**config.mk**
```make
export PLATFORM = sky130hd
export DESIGN_NAME = io_port_bank
export DESIGN_NICKNAME = d
export VERILOG_FILES = /design/src/rtl/io_port_pkg.sv /design/src/rtl/io_port_in_sync.sv /design/src/rtl/io_port_bank.sv
export SDC_FILE = /design/constraint.sdc
export NUM_CORES = 1
export LEC_CHECK = 0
export CAP_MARGIN = 20
export CELL_PAD_IN_SITES_DETAIL_PLACEMENT = 2
export CELL_PAD_IN_SITES_GLOBAL_PLACEMENT = 2
export CORE_MARGIN = 5
export CORE_UTILIZATION = 44
export CTS_CLUSTER_DIAMETER = 40
export DETAILED_ROUTE_END_ITERATION = 8
export DONT_BUFFER_PORTS = 1
export HOLD_SLACK_MARGIN = 0.08
export PLACE_DENSITY = 0.74
export SLEW_MARGIN = 30
export SYNTH_ARGS = -nofsm -noshare
export SYNTH_HDL_FRONTEND = slang
export SYNTH_SLANG_ARGS = --single-unit
```
**constraint.sdc**
```tcl
create_clock -name clk -period 1.6 [get_ports clk]
set_input_delay 0.24 -clock clk [delete_from_list [all_inputs] [get_ports clk]]
set_output_delay 0.24 -clock clk [all_outputs]
set_load 0.005 [all_outputs]
```
**src/rtl/io_port_pkg.sv**
```systemverilog
// Shared constants for the register-mapped I/O port bank: CTRL page layout,
// page-select bit helper and the post-reset prime count.
package io_port_pkg;

   localparam int CHG_IDX      = 0;
   localparam int MASK_IDX     = 1;
   localparam int PRIME_CYCLES = 3;

   // The page-select bit sits directly above the port index field.
   function automatic int page_bit(input int nports);
      return $clog2(nports);
   endfunction

endpackage

```
**src/rtl/io_port_in_sync.sv**
```systemverilog
// Per-port input path: 2-flop synchroniser, previous-value register and a sticky
// change flag where a new change beats a same-cycle read-clear.
module io_port_in_sync #(
   parameter int WIDTH = 8
) (
   input  logic             clk,
   input  logic             reset,
   input  logic [WIDTH-1:0] din,
   input  logic             detect_en,
   input  logic             clr,
   output logic [WIDTH-1:0] dout,
   output logic             chg
);

   logic [WIDTH-1:0] sync1, sync2, prev;
   logic             set;

   assign set  = detect_en && (sync2 != prev);
   assign dout = sync2;

   always_ff @(posedge clk or negedge reset) begin
      if (!reset) begin
         sync1 <= '0;
         sync2 <= '0;
         prev  <= '0;
         chg   <= 1'b0;
      end else begin
         sync1 <= din;
         sync2 <= sync1;
         prev  <= sync2;
         chg   <= set | (chg & ~clr);
      end
   end

endmodule

```
**src/rtl/io_port_bank.sv**
```systemverilog
// NPORTS x WIDTH input/output port bank with synchronised inputs, sticky change
// flags, output write strobes. Optional change interrupt: IO_PORT_BANK_IRQ_EN.
module io_port_bank
   import io_port_pkg::*;
#(
   parameter int NPORTS = 4,
   parameter int WIDTH  = 8,
   parameter int ADDR_W = $clog2(NPORTS) + 1
) (
   input  logic                     clk,
   input  logic                     reset,
   input  logic [ADDR_W-1:0]        cpu_addr,
   input  logic                     cpu_we,
   input  logic                     cpu_re,
   input  logic [WIDTH-1:0]         cpu_wdata,
   output logic [WIDTH-1:0]         cpu_rdata,
   output logic                     cpu_rvalid,
   input  logic [NPORTS*WIDTH-1:0]  port_in,
   output logic [NPORTS*WIDTH-1:0]  port_out,
   output logic [NPORTS-1:0]        port_out_stb,
   output logic                     irq
);

   localparam int PG = page_bit(NPORTS);
   localparam int IW = ADDR_W - 1;

   logic                          page_ctrl;
   logic [IW-1:0]                 idx;
   logic                          idx_ok;
   logic [NPORTS-1:0][WIDTH-1:0]  din_s;
   logic [NPORTS-1:0][WIDTH-1:0]  out_q;
   logic [NPORTS-1:0]             chg, clr, wr_hit;
   logic [NPORTS-1:0]             mask_rd;
   logic [WIDTH-1:0]              rd_mux;
   logic [1:0]                    prime_cnt;
   logic                          detect_en;

   assign page_ctrl = cpu_addr[PG];
   assign idx       = cpu_addr[IW-1:0];
   assign idx_ok    = ADDR_W'(idx) < ADDR_W'(NPORTS);
   assign detect_en = prime_cnt == 2'(PRIME_CYCLES);
   assign port_out  = out_q;

   for (genvar i = 0; i < NPORTS; i++) begin : g_in
      io_port_in_sync #(.WIDTH(WIDTH)) u_sync (
         .clk       (clk),
         .reset     (reset),
         .din       (port_in[i*WIDTH +: WIDTH]),
         .detect_en (detect_en),
         .clr       (clr[i]),
         .dout      (din_s[i]),
         .chg       (chg[i])
      );
   end

   always_comb begin
      clr    = '0;
      wr_hit = '0;
      for (int i = 0; i < NPORTS; i++) begin
         clr[i]    = cpu_re && !page_ctrl && (idx == IW'(i));
         wr_hit[i] = cpu_we && !page_ctrl && (idx == IW'(i));
      end
   end

   always_comb begin
      rd_mux = '0;
      if (!page_ctrl) begin
         if (idx_ok) rd_mux = din_s[idx];
      end else if (idx == IW'(CHG_IDX)) begin
         rd_mux = WIDTH'(chg);
      end else if (idx == IW'(MASK_IDX)) begin
         rd_mux = WIDTH'(mask_rd);
      end
   end

   // rdata holds its last value between reads; only rvalid pulses.
   always_ff @(posedge clk or negedge reset) begin
      if (!reset) begin
         cpu_rdata  <= '0;
         cpu_rvalid <= 1'b0;
      end else begin
         cpu_rvalid <= cpu_re;
         if (cpu_re) cpu_rdata <= rd_mux;
      end
   end

   always_ff @(posedge clk or negedge reset) begin
      if (!reset) begin
         out_q        <= '0;
         port_out_stb <= '0;
      end else begin
         port_out_stb <= wr_hit;
         for (int i = 0; i < NPORTS; i++)
            if (wr_hit[i]) out_q[i] <= cpu_wdata;
      end
   end

   // Holds change detection off until the synchronisers have filled.
   always_ff @(posedge clk or negedge reset) begin
      if (!reset)
         prime_cnt <= '0;
      else if (!detect_en)
         prime_cnt <= prime_cnt + 2'd1;
   end

`ifdef IO_PORT_BANK_IRQ_EN
   logic [NPORTS-1:0] mask_q;
   logic              irq_q;

   assign mask_rd = mask_q;
   assign irq     = irq_q;

   always_ff @(posedge clk or negedge reset) begin
      if (!reset) begin
         mask_q <= '0;
         irq_q  <= 1'b0;
      end else begin
         if (cpu_we && page_ctrl && (idx == IW'(MASK_IDX)))
            mask_q <= cpu_wdata[NPORTS-1:0];
         irq_q <= |(chg & mask_q);
      end
   end
`else
   assign mask_rd = '0;
   assign irq     = 1'b0;
`endif

endmodule

```
==> run summary, run 1 <==
The logs give 29 for the count of distinct cell types in the synthesized netlist and 46.9% for the clock network power share. The internal portion of the total power is 7161 uW. Clock tree synthesis inserted a total of 17 buffers. Number of DRC violations after detailed routing: 0.

Routability-driven placement finished with a final weighted congestion of 0.7138. The routed design uses 5.953 mm of met2 wire. In this run the deepest clock path goes through 2 buffers.

The detailed router put a total of 4.289 mm of wire on met1. Setup repair after global routing left no endpoint under its margin. The highest net fanout along the worst path was 12.

The detail route stage leaves a number of antenna-violating nets equal to 0. The total iterations of the first detailed-routing run came out at 3. The tools report the worst flop-to-flop path endpoint as cpu_rdata[1]. The finished cells cover 0.006274 sq mm.

The tools report the first-pass GRT wire length as 17.20 mm. The minimum period implied by the final worst setup slack is 1.462 ns. The tools report the sequential power share as 47.3%.

The analysis attributes to cell leakage a power of 0.002709 uW. In this run the horizontal extent of the chip is 116.6 um. The proportion of layout cells with a drive suffix above 1 came out at 19.95%.

In this run the vertical extent of the chip is 116.6 um. Synthesis inferred 147 register bits. After floorplanning, the core was sized to cover 0.01127 sq mm.

The tools report the initial antenna violation count as 0. Once detailed placement completed, the half-perimeter wirelength came to 6.444 mm. The initial utilization of the core area, before any placement, comes to 44.36%. After clock tree synthesis, the flow added hold-fix buffers numbering 51.

After the first detailed-routing iteration, the DRC count stood at 90. The number of antenna repair diodes is 0. Entering global routing, the biggest net connects 148 pins. The post-CTS setup buffer count is 0, and the arrival time of data at the critical path endpoint is 1.82 ns. For this design the ratio of total power to cell area is 1454 mW/mm^2. Based on the critical path, the design can be clocked at up to 0.6838 GHz. The largest clock skew in the final design came out at 0.006922 ns. The number of warnings printed during yosys synthesis is 0, and the detailed-route wire length per cell is 21.78 um. In this run the critical register-to-register path is launched from g_in[1].u_sync.dout[1].

The area overhead of the layout relative to synthesis is 25.48%, and the final sum of negative setup slack is 0 ns. Across all register-to-register paths, the minimum setup slack is 0.31 ns. The run finished, with violations left. The net count of the finished layout is 402.

The overall routed net length was 11.09 mm. The per-instance average area after synthesis was 17.24 sq um; the reported max-cap violation count was 0. For the worst hold margin, the log shows -0.4833 ns.

The transition time of the tightest slew-check pin works out to 0.6066 ns. Summing all multi-input logic gate instances after layout gives 0.001217 sq mm. The die covers 0.01360 sq mm. In the finished design, the share of the clock period the worst path needs comes to 91.40%. The via count of the first global-routing pass was 3067.

In the layout the commonest cells are dfrtp_1, dlygate4sd3_1, xnor2_1. Across the VDD grid, the largest voltage drop is 884.9 uV. Global routing consumed, over all layers together, 17.57% of the routing resources.

The library cell used most frequently in the layout, excluding fill and tap cells, is dfrtp_1. Setup violations remaining at the end of the flow were counted as 0. The final-layout fill cell count was 935; the total nets after synthesis was 338. In this run, synthesis inferred 0 flip-flops with an integrated enable.

Summing all placed instances gives a cell area of 0.005124 sq mm. Detailed routing placed a total of 716 um of wire on met3. The uppermost layer routed was met4. Number of endpoints with negative hold slack in the final report: 147. Of the total power, the share spent switching nets is 21.50%. The worst-skew pair later-pin latency is 0.42 ns.

The logs give 4 for the H-tree depth reported by CTS and 93 for the total I/O pin count. After technology mapping, the gate count stands at 290. Summing over every cut layer, the via total after detailed routing is 2538.

Buffers placed on the I/O ports in this run total 0. The area taken by flip-flops and latches was 0.003679 sq mm; the routed via count divided by cell count was 4.986. The class of the worst hold path was primary input to asynchronous set/reset pin.

The root buffer cell chosen for the clock tree is clkbuf_16. Combinational logic burns 5.8% of the power. For this run, the leading register cell type out of synthesis is dfrtp_1. The worst register-to-register path has a depth of 3. After synthesis, the share of flip-flops with an asynchronous set or reset is 100.0%. The sort of element at the start of the critical path was a primary input. The run gives 0 as the number of slew-limit violations in the final report. The checks that failed: negative hold slack.

Measured against its own limit, the worst slew margin works out to 59.43%. The critical path endpoint category was a register. In this run the power spent charging and discharging nets is 1962 uW. TritonCTS built the clock tree.

After clock tree synthesis, the clock-pin slew on the worst setup and hold paths is 0.06 ns. The cell area that synthesis handed to floorplanning was 0.005000 sq mm. The total overflow left after global routing is 0. The register area share after synthesis is 73.57%.

Data on the critical path is required at its endpoint by 1.96 ns. For this design, the sink count on the clock tree is 147. Number of core rows: 39.

The setup path with the least slack is of type primary input to register.
## layer usage
layer | vias to the layer above | global-route usage [%]
met1 | 1335 | 20.69
li1 | 1119 | -
met2 | 73 | 29.98
met3 | 11 | 6.373
met4 | 0 | 5.963
met5 | - | 0
## worst max-delay path by stage
stage,startpoint,end,slack [ns],cells after the start
2_1_floorplan,cpu_addr[2],port_out[24],0.26,5
3_3_place_gp,cpu_addr[2],port_out[25],0.28,3
3_5_place_dp,cpu_addr[2],port_out[27],0.23,3
4_1_cts,cpu_addr[0],port_out_stb[0],0.06,4
5_1_grt,cpu_addr[0],port_out_stb[2],0.12,4
6_report,cpu_addr[0],port_out_stb[2],0.14,4
## power groups by stage
stage                     Sequential, uW  Clock, uW  Combinational [uW]
after floorplan                     4280          0                 373
after global routing                4360       4560                 581
after CTS                           4320       4360                 532
final                               4310       4280                 533
after global placement              4360          0                 380
after detailed placement            4380          0                 409
## synthesized netlist by cell type, types with 4 or more instances
master,number,area [sq um]
inv_1,9,33.78
mux2_4,8,120.1
xnor2_1,33,289.0
nand2_1,5,18.77
nor2_1,5,18.77
o21ai_0,7,35.03
nand3_1,4,20.02
mux4_1,6,157.7
nand2b_1,5,31.28
dfrtp_1,147,3679
nand4_1,8,50.05
a31oi_1,4,25.02
o22ai_1,4,25.02
mux2_2,25,281.5
## kinds of logic (layout without fill, tap and decap cells)
kind of cell | count (synthesis) | after routing | synth area share (%)
flops | 147 | 147 | 73.57
mux | 41 | 41 | 12.09
simple gates | 34 | 34 | 4.305
xor+xnor | 33 | 33 | 5.781
buf+inv | 17 | 93 | 2.077
compound gates | 16 | 16 | 1.852
fa+ha+maj | 1 | 1 | 0.2502
other cells | 1 | 1 | 0.07500
## area by class of cell
type	count	share of cell area, %
well taps	143	2.852
inverters	9	0.5385
clock inverters	13	3.311
clock buffers	18	6.841
multi-input cells	126	19.41
repair buffers	53	8.416
flip-flops and latches	147	58.64
## worst max-delay path, stage by stage
cell           delay [ns]
nand2b_4             0.12
dlygate4sd3_1        0.59
nor2_4               0.27
dlygate4sd3_1        0.60
## flip-flops by register name (all words and copies together), names as in the netlist
name               count
g_in.u_sync.prev      32
g_in.u_sync.sync1     32
g_in.u_sync.dout      32
cpu_rvalid             1
prime_cnt              2
port_out_stb           4
port_out              32
cpu_rdata              8
g_in.u_sync.chg        4
## through the flow
stage | util [%] | power (uW) | hold WS, ns | instances | worst slack, ns
2_1_floorplan | - | 4651 | -0.05559 | 290 | 0.2639
3_5_place_dp | 45.45 | 4792 | -0.04814 | 427 | 0.2311
3_3_place_gp | 45.45 | 4737 | -0.04696 | 427 | 0.2816
5_1_grt | 55.66 | 9495 | -0.5060 | 509 | 0.1188
6_report | 55.66 | 9122 | -0.4833 | 509 | 0.1377
4_1_cts | 55.63 | 9220 | -0.5011 | 509 | 0.06391
## repair_timing
action / 4_1_cts / 5_1_grt
endpoints found under the hold margin: 224 / 147
gates resized for setup: 0 / 1
setup endpoints to repair: 0 / 1
Power figures use the tool's default switching activity.
==> inputs of run 2 (changes only) <==
- CAP_MARGIN: 20 -> unset
- CTS_CLUSTER_DIAMETER: 40 -> 30
- clock period: 1.6 -> 1.53 ns (I/O delays scaled with it)
==> run summary, run 2 (synthesis gave the netlist of run 1 again) <==
The flow ran to the end, but the final reports show violations. The checks that failed: negative hold slack. The run gives 427 as the cell count after placement.

From synthesis to final layout, the design area changed by 25.28%. The initial antenna violation count is 0, and the power per cell area is 1465 mW/mm^2. The class of the worst hold path was primary input to asynchronous set/reset pin. TritonCTS built the clock tree. The run gives 0 as the number of slew-limit violations in the final report. The analysis attributes to cell leakage a power of 0.002694 uW. The tools report the required time of the critical path as 1.87 ns.

The routed via count divided by cell count works out to 5.059. The number of I/O port buffers works out to 0. The proportion of layout cells with a drive suffix above 1 is 20.33%, and the met3 capacity usage during global routing is 8.135%.

The tools report the critical path endpoint category as a register. Per report_power, the combinational group accounts for 6.1% of the total. The transition time of the tightest slew-check pin was 0.5562 ns.

The wire-length estimate of the detail-placed layout is 6.703 mm. After detailed routing, the average wire length per cell comes to 22.31 um. The met2 track utilization from global routing is 31.85%, and the worst hold margin is -0.4915 ns.

For the final sum of negative setup slack, the log shows 0 ns. For the number of endpoints with negative hold slack in the final report, the log shows 147. The most common cell after layout, fill and taps aside is dfrtp_1. The global routing stage identified its most utilized layer as met2. After global routing the overflow that remains totals 0. The net switching power was 2038 uW. VDD sags by at most 1533 uV. Based on the critical path, the design can be clocked at up to 0.6726 GHz. The worst-skew pair later-pin latency came out at 0.42 ns.

The sort of element at the start of the critical path is a primary input. The utilization after layout was 55.57%. On the critical path, the stage with the largest delay is an instance of dlygate4sd3_1. Cell internal power was estimated by the tool at 7136 uW. Walking the worst path, the cells encountered are dlygate4sd3_1 > nor2_4 > dlygate4sd3_1 > nand3_1 > a31oi_1. The switching share of power is 22.22%.

For the total I/O pin count, the log shows 93. Summing over every cut layer, the via total after detailed routing is 2590. In this run the standard cell core region covers 0.01127 sq mm. The top cell types in the final layout, fill and taps aside, are dfrtp_1, dlygate4sd3_1, xnor2_1.

The largest net degree at the start of global routing is 148. For the global router's overall resource usage, the log shows 18.35%. Setup repair after global routing could not meet its margin everywhere. For this run, the detailed router's first-pass iteration total came to 4. The first global-routing pass estimated 17.81 mm of wire. The H-tree generated during clock tree synthesis spans 4 levels.

Measured against its own limit, the worst slew margin works out to 62.80%. The first routing iteration left 141 violations. The clock transition at the registers of the reported paths came out at 0.06 ns. Max-cap violations in this run came to 0. At the end of routability-driven placement, the weighted congestion stood at 0.7023. After detailed routing, the number of remaining DRC violations is 0. The design draws 9174 uW. The initial core utilization is 44.36%. The width of the die was 116.6 um. The critical path is of the primary input to register type. Clock tree synthesis selected as its root buffer the cell clkbuf_16.

The met1 track demand over resource was 20.19%; the post-CTS setup buffer count was 0. The count of nets left with antenna violations once routing finished came out at 0. Counting along the longest clock path gives a buffer depth of 2.

Setup violations remaining at the end of the flow were counted as 0. The die covers 0.01360 sq mm. For this design, the sink count on the clock tree is 147. 0 antenna diodes ended up in the layout.

Row generation in the floorplan step produced 39 rows. The largest single stage delay on the critical path is 0.59 ns. The highest net fanout along the worst path is 14. The layout net count was 404; the largest clock skew in the final design was 0.005664 ns. The tools report the number of non-filler instances in the completed layout as 512. Sequential cells burn 49.2% of the power.

Dividing the final minimum period by the clock period gives 97.17%. The clock network power share was 44.7%; the die boundary height was 116.6 um. The arrival time of data at the critical path endpoint was 1.83 ns. The minimum period implied by the final worst setup slack was 1.487 ns. The cell that appears most often on the critical path is dlygate4sd3_1.

The via count of the first global-routing pass was 3174. The final layout contains routed wiring with a total length of 11.42 mm. In this run, CTS created clock tree buffers numbering 17.
run 2: worst max-delay path: cells and delay by family:
| family | cells | cell delay (ns) |
|---|---|---|
| and+or+nand+nor | 2 | 0.24 |
| buffers and inverters | 2 | 1.17 |
| AOI/OAI and AO/OA | 1 | 0.18 |
run 2: cell type report:
| cell class | count | area (sq um) |
|---|---|---|
| sequential | 147 | 3679 |
| fill | 954 | 5009 |
| tap | 143 | 178.9 |
| multi-input combinational | 126 | 1225 |
| inverter | 9 | 33.78 |
| clock inverter | 11 | 128.9 |
| timing repair buffer | 55 | 548.0 |
| clock buffer | 21 | 470.5 |
run 2: per-stage QoR:
stage | worst slack [ns] | area, sq um
after floorplan | 0.2044 | 5000
after global placement | 0.2201 | 5124
after detailed placement | 0.1875 | 5124
after CTS | 0.004396 | 6243
after global routing | -0.001054 | 6264
final | 0.04328 | 6264
run 2: repair_timing:
item / CTS / global route
hold buffers: 52 / 1
endpoints found under the setup margin: 0 / 6
resized for setup: 0 / 4
endpoints found under the hold margin: 225 / 148
run 2: final timing paths:
path	startpoint	endpoint	slack (ns)	cells past startpoint
setup / recovery	cpu_addr[1]	cpu_rdata[3]	0.04	5
hold / removal	reset	port_out[5]	-0.49	0
setup reg to reg	g_in[1].u_sync.dout[1]	cpu_rdata[1]	0.25	3
hold reg to reg	g_in[3].u_sync.sync1[2]	g_in[3].u_sync.dout[2]	0.34	0
max in group asynchronous	reset	g_in[0].u_sync.dout[5]	1.87	0
min in group clk	cpu_addr[1]	cpu_rdata[5]	0.12	3
run 2: power by group through the flow:
stage / Clock [uW] / Sequential, uW / Combinational [uW]
floorplan: 0 / 4470 / 390
global placement: 0 / 4560 / 398
detailed placement: 0 / 4590 / 433
CTS: 4210 / 4520 / 560
global route: 4430 / 4560 / 609
finish: 4100 / 4510 / 560
run 2: routing by layer:
| layer | vias up | part of all wire, % |
|---|---|---|
| met5 | - | 0 |
| met4 | 0 | 1.2 |
| met3 | 10 | 7.1 |
| met2 | 87 | 54 |
| met1 | 1375 | 37 |
| li1 | 1118 | - |
==> inputs of run 3 (changes only) <==
- SLEW_MARGIN: 30 -> unset
==> results of run 3 <==
The final DEF is identical to that of run 2; final timing and power are the same.
